--- src/rtl/psum_requant.sv ---
// psum_requant: accumulates a programmed number of psum beats, requantizes
// (shift + clamp) to 1..8 bits and queues results for the activation buffer.
module psum_requant #(
    parameter int DEPTH = 4
) (
    input  logic        clk,
    input  logic        reset,
    input  logic [15:0] cfg_len,
    input  logic [4:0]  cfg_shift,
    input  logic [3:0]  cfg_out_width,
    input  logic        cfg_signed,
    input  logic        in_valid,
    output logic        in_ready,
    input  logic [31:0] in_psum,
    output logic        out_valid,
    input  logic        out_ready,
    output logic [7:0]  out_data,
    output logic        out_sat,
    output logic        busy
);
    localparam int AW = $clog2(DEPTH);
    localparam logic [AW:0] FULL = (AW+1)'(DEPTH);

    typedef struct packed {
        logic       sat;
        logic [7:0] data;
    } res_t;

    typedef enum logic {IDLE, ACCUM} state_t;

    state_t      state, state_nx;
    logic [15:0] cnt, len_q;
    logic [4:0]  shift_q;
    logic [3:0]  w_q;
    logic        sgn_q;
    logic [31:0] acc;

    logic [15:0] cfg_len_eff, len_eff;
    logic [3:0]  cfg_w_eff, w;
    logic [4:0]  sh;
    logic        sg;
    logic [31:0] sum;
    logic        beat, final_beat;

    logic [31:0]        s, hi_u;
    logic signed [31:0] hi_s, lo_s;
    res_t               res;

    res_t            mem [DEPTH];
    logic [AW-1:0]   wr_ptr, rd_ptr;
    logic [AW:0]     count;
    logic            push, pop;

    assign beat = in_valid && in_ready;

    // Normalize config and pick live config on the first beat, latched config afterwards
    always_comb begin
        cfg_len_eff = (cfg_len == 16'd0) ? 16'd1 : cfg_len;
        cfg_w_eff   = (cfg_out_width == 4'd0 || cfg_out_width > 4'd8) ? 4'd8 : cfg_out_width;
        if (state == IDLE) begin
            len_eff = cfg_len_eff;
            sh      = cfg_shift;
            w       = cfg_w_eff;
            sg      = cfg_signed;
            sum     = in_psum;
        end else begin
            len_eff = len_q;
            sh      = shift_q;
            w       = w_q;
            sg      = sgn_q;
            sum     = acc + in_psum;
        end
        final_beat = beat && (cnt + 16'd1 == len_eff);
    end

    // Next-state: stay in ACCUM until the beat that completes the programmed length
    always_comb begin
        state_nx = state;
        case (state)
            IDLE:    if (beat && !final_beat) state_nx = ACCUM;
            ACCUM:   if (final_beat) state_nx = IDLE;
            default: state_nx = IDLE;
        endcase
    end

    // State register
    always_ff @(posedge clk or posedge reset) begin
        if (reset) state <= IDLE;
        else       state <= state_nx;
    end

    // Accumulator, beat counter and per-result config latch
    always_ff @(posedge clk or posedge reset) begin
        if (reset) begin
            cnt     <= '0;
            acc     <= '0;
            len_q   <= 16'd1;
            shift_q <= '0;
            w_q     <= 4'd8;
            sgn_q   <= 1'b0;
        end else if (beat) begin
            acc <= sum;
            cnt <= final_beat ? 16'd0 : cnt + 16'd1;
            if (state == IDLE) begin
                len_q   <= cfg_len_eff;
                shift_q <= cfg_shift;
                w_q     <= cfg_w_eff;
                sgn_q   <= cfg_signed;
            end
        end
    end

    // Requantize the completed sum: shift, then clamp to the w-bit range
    always_comb begin
        s    = sg ? 32'($signed(sum) >>> sh) : (sum >> sh);
        hi_u = (32'd1 << w) - 32'd1;
        hi_s = $signed((32'd1 << (w - 4'd1)) - 32'd1);
        lo_s = ~hi_s;
        res  = '{sat: 1'b0, data: s[7:0]};
        if (sg) begin
            if ($signed(s) > hi_s)      res = '{sat: 1'b1, data: hi_s[7:0]};
            else if ($signed(s) < lo_s) res = '{sat: 1'b1, data: lo_s[7:0]};
        end else if (s > hi_u) begin
            res = '{sat: 1'b1, data: hi_u[7:0]};
        end
    end

    assign push      = final_beat;
    assign out_valid = (count != '0);
    assign pop       = out_valid && out_ready;
    // Gate on reset so upstream never sees a slot while the block is held
    assign in_ready  = !reset && (count != FULL);
    assign busy      = (cnt != 16'd0);
    assign out_data  = out_valid ? mem[rd_ptr].data : 8'd0;
    assign out_sat   = out_valid ? mem[rd_ptr].sat  : 1'b0;

    // FIFO storage; contents are don't-care while the slot is empty
    always_ff @(posedge clk) begin
        if (push) mem[wr_ptr] <= res;
    end

    // FIFO pointers and occupancy
    always_ff @(posedge clk or posedge reset) begin
        if (reset) begin
            wr_ptr <= '0;
            rd_ptr <= '0;
            count  <= '0;
        end else begin
            if (push) wr_ptr <= wr_ptr + AW'(1);
            if (pop)  rd_ptr <= rd_ptr + AW'(1);
            case ({push, pop})
                2'b10:   count <= count + 1'b1;
                2'b01:   count <= count - 1'b1;
                default: count <= count;
            endcase
        end
    end
endmodule

--- config.mk ---
export PLATFORM = sky130hd
export DESIGN_NAME = psum_requant
export DESIGN_NICKNAME = d
export VERILOG_FILES = /design/src/rtl/psum_requant.sv
export SDC_FILE = /design/constraint.sdc
export NUM_CORES = 1
export LEC_CHECK = 0
export ABC_AREA = 0
export BUFFER_PORTS_ARGS = -buffer_cell sky130_fd_sc_hd__buf_4
export CAP_MARGIN = 20
export CORE_UTILIZATION = 59
export DETAILED_ROUTE_END_ITERATION = 16
export PLACE_DENSITY_LB_ADDON = 0.05
export SYNTH_ARGS = -nofsm -noshare
export SYNTH_HDL_FRONTEND = slang
export SYNTH_SLANG_ARGS = --single-unit
--- constraint.sdc ---
create_clock -name clk -period 19.6 [get_ports clk]
set_clock_uncertainty 0.15 [all_clocks]
set_input_delay 3.92 -clock clk [delete_from_list [all_inputs] [get_ports clk]]
set_output_delay 3.92 -clock clk [all_outputs]
set_load 0.05 [all_outputs]
==> run summary <==
CLOCK NETWORK
-----------------------------------------------------------------------------------------------------
Number of buffers inserted during clock tree synthesis                                             17
Post-CTS Setup Inserts                                                                              0
Clock root buffer                                                                        sky130_fd_sc_hd__clkbuf_16
Gates resized, CTS repair                                                                           0
Number of buffers on the longest clock path                                                         2
Number of clock sinks                                                                             118
Cts hold-fix bufs                                                                                   0
Clock transition at the registers of the reported paths                                       0.06 ns
Clock tree from TritonCTS                                                                         yes
H-tree levels                                                                                       4
Latest clock arrival within the worst-skew pair                                               0.43 ns

CRITICAL PATH
-----------------------------------------------------------------------------------------------------
Worst Path Arrival                                                                           11.77 ns
Critical path destination                                                                   mem[0][2]
Critical R2R Capture                                                                        mem[0][2]
Data required time of the critical path                                                      19.60 ns
CP startpoint                                                                              in_psum[8]
Worst reg2reg setup slack                                                                    11.05 ns
Slowest stage cell on the critical path                                                  sky130_fd_sc_hd__mux2i_1
Reg2Reg Depth                                                                                      26
Category of the worst setup path capture point                                              flip-flop
Nature of the critical path startpoint                                                      input pin
Largest fanout of any net on the critical path                                                     10
Worst path max stage delay                                                                    0.88 ns
RR Startpoint                                                                                  acc[6]
Worst setup path class                                                                         in2reg

ROUTING
-----------------------------------------------------------------------------------------------------
Initial drt markers                                                                              1442
First-pass DRT Iterations                                                                          12
DRC violation count after routing                                                                   0
Total via count after detailed routing                                                          14200
Routed Wire Length                                                                           43900 um
Detail-routed net length per standard cell                                                    20.7 um
Final antenna-violating net count                                                                   0
Detail-routed via count per cell                                                                 6.66

LOGIC SYNTHESIS
-----------------------------------------------------------------------------------------------------
Number of synthesized register bits                                                               118
Largest family of logic cells by synthesized area                                        compound AO/OA/AOI/OAI gates
Share of async-settable or async-resettable flops after synthesis                               0.695
Prevailing post-synth register cell                                                      sky130_fd_sc_hd__dfrtp_1
Post-synthesis share of cell area spent on xor and xnor gates                                  0.0246
Proportion of netlist area held by the largest area contributor                                 0.144
Post-synthesis share of cell area spent on full adders, half adders and majority gates          0.126
Syn. warnings                                                                                       0
Leading post-synthesis cells by cell area                                                sky130_fd_sc_hd__dfrtp_1, sky130_fd_sc_hd__ha_1, sky130_fd_sc_hd__edfxtp_1
Sequential cell area fraction in the yosys report                                               0.226
Post-synth cell types                                                                              89
Cell Area, Synth                                                                           13900 um^2
Number of enable flip-flop cells after synthesis                                                   36
Complex-gate fraction of the synthesized area                                                   0.270
Synth Instances                                                                                  1769
Proportion of synthesized area in mux cells                                                    0.0809
Synth Area per Inst                                                                         7.84 um^2
Cell taking the most area after synthesis                                                sky130_fd_sc_hd__dfrtp_1
Area share of and/or/nand/nor cells after synthesis                                             0.222

TIMING
-----------------------------------------------------------------------------------------------------
Worst slew margin relative to its limit                                                         0.298
Final Setup Violations                                                                              0
Aggregate negative setup slack                                                                   0 ns
Final hold slack                                                                             0.320 ns
Hold Violations, Final                                                                              0
Setup repair after global routing missed its margin                                             false
Peak clock frequency supported by timing                                                   0.0849 GHz
Worst-Margin Slew                                                                             1.02 ns
Minimum period implied by the final worst setup slack                                        11.77 ns
Slew Limit Fails                                                                                    0
Share of the clock period used by the worst path                                                0.601

GLOBAL ROUTE
-----------------------------------------------------------------------------------------------------
GR Layer Usage met2                                                                             0.582
Wire length of the first global-routing pass                                                 69600 um
Initial antenna violation count                                                                     0
Maximum number of pins on one net before global-route repair                                       65
Met3 capacity usage during global routing                                                      0.0663
Total congestion overflow                                                                           0
Layer with the highest usage                                                                     met2
Global-route usage over all layers                                                              0.366
Via count of the first global-routing pass                                                      13100
Fraction of met1 tracks used by global routing                                                  0.494

FLOORPLAN
-----------------------------------------------------------------------------------------------------
Initial Utilization                                                                             0.607
Floorplan die area                                                                         24100 um^2
Overall die height                                                                             155 um
Core Rows                                                                                          55
Die width                                                                                      155 um
I/O Pins                                                                                           74
Core area                                                                                  22800 um^2

WORST HOLD PATH
-----------------------------------------------------------------------------------------------------
Start point of the worst hold path                                                           len_q[0]
Type of the most critical hold path                                                           reg2reg

PLACEMENT
-----------------------------------------------------------------------------------------------------
HPWL after DPL                                                                               32900 um
Count of buffers from port buffering                                                               73
Placed cell count                                                                                2092
Last weighted congestion value of the routability-driven placer                                  1.04

OUTCOME
-----------------------------------------------------------------------------------------------------
Result of the run                                                                        finished clean

CELLS AND AREA
-----------------------------------------------------------------------------------------------------
Number of nets in the finished design                                                            2000
Number of inserted diodes                                                                           0
Final std cells w/o fill                                                                         2125
Fraction of final layout cells sized beyond drive strength 1                                    0.110
Layout overhead on the synthesized area                                                         10.3%

FLOW RUN
-----------------------------------------------------------------------------------------------------
Max-cap violations                                                                                  0

[sequential cells by signal (all words and copies together), names as in the netlist, 3 cells and up, named ones only]
name	count
w_q	4
cnt	16
len_q	16
acc	32
mem	36
count	3
shift_q	5
[per-layer routing]
metal	routed length, um	share of wire
met5	0	0
met4	1610	0.037
met3	3930	0.089
met2	19600	0.45
met1	18800	0.43
[through the flow]
step	cell area, um^2	worst slack (ns)	utilization
6_report	15300	7.83	0.670
5_1_grt	15300	7.31	0.670
4_1_cts	15300	8.17	0.669
3_5_place_dp	14700	7.78	0.643
3_3_place_gp	14700	7.95	0.643
2_1_floorplan	13900	9.58	-
[synth_stat cells, drive strengths merged (13+ instances only)]
| cell | instances |
|---|---|
| a211oi | 20 |
| a21o | 29 |
| a21oi | 107 |
| a31oi | 20 |
| and2 | 27 |
| and3 | 24 |
| buf | 22 |
| clkbuf | 78 |
| dfrtp | 80 |
| edfxtp | 36 |
| ha | 137 |
| inv | 77 |
| mux2 | 31 |
| mux2i | 48 |
| mux4 | 13 |
| nand2 | 219 |
| nand2b | 25 |
| nand3 | 57 |
| nand4 | 35 |
| nor2 | 131 |
| nor3 | 49 |
| nor4 | 20 |
| o211ai | 44 |
| o21a | 21 |
| o21ai | 149 |
| o21bai | 16 |
| o31ai | 15 |
| xnor2 | 27 |
[logic make-up (layout without fill, tap and decap cells)]
family          Yosys count  count (layout)
flops                   118             118
mux                      92              92
other cells               2              21
xor+xnor                 39              39
fa+ha+maj               139             139
compound gates          560             560
buf+inv                 178             202
simple gates            641             641
[worst max-delay path, delay by kind of cell]
| kind | cells | cell delay (ns) |
|---|---|---|
| AOI/OAI and AO/OA | 17 | 4.87 |
| muxes | 2 | 1.10 |
| adders and majority gates | 2 | 0.77 |
| buffers and inverters | 3 | 0.62 |
| and+or+nand+nor | 3 | 0.49 |
[cells in the final DEF, fill, tap and decap left out, drive strengths merged, types with 48 or more instances in the layout]
cell type  netlist  final
a21oi          107    107
buf             22     92
dfrtp           80     80
ha             137    137
inv             77     80
mux2i           48     48
nand2          219    219
nand3           57     57
nor2           131    131
nor3            49     49
o21ai          149    149
[area by class of cell]
class	count	area, um^2
Multi-Input combinational cell	1492	10200
Clock inverter	14	174
Timing Repair Buffer	92	691
Sequential cell	118	3140
Fill cell	2047	7550
Clock buffer	18	429
Tap cell	313	392
Inverter	78	294
[how the worst min path moves through the flow]
stage	to	slack [ns]	cells after the start
2_1_floorplan	len_q[0]	0.29	2
3_3_place_gp	len_q[0]	0.30	2
3_5_place_dp	len_q[0]	0.31	2
4_1_cts	len_q[0]	0.32	2
5_1_grt	acc[18]	0.35	2
6_report	len_q[0]	0.32	2
Power is left out: the tool's default activity adds up to more than one toggle a clock period on the data nets, which glitch-free logic cannot reach.
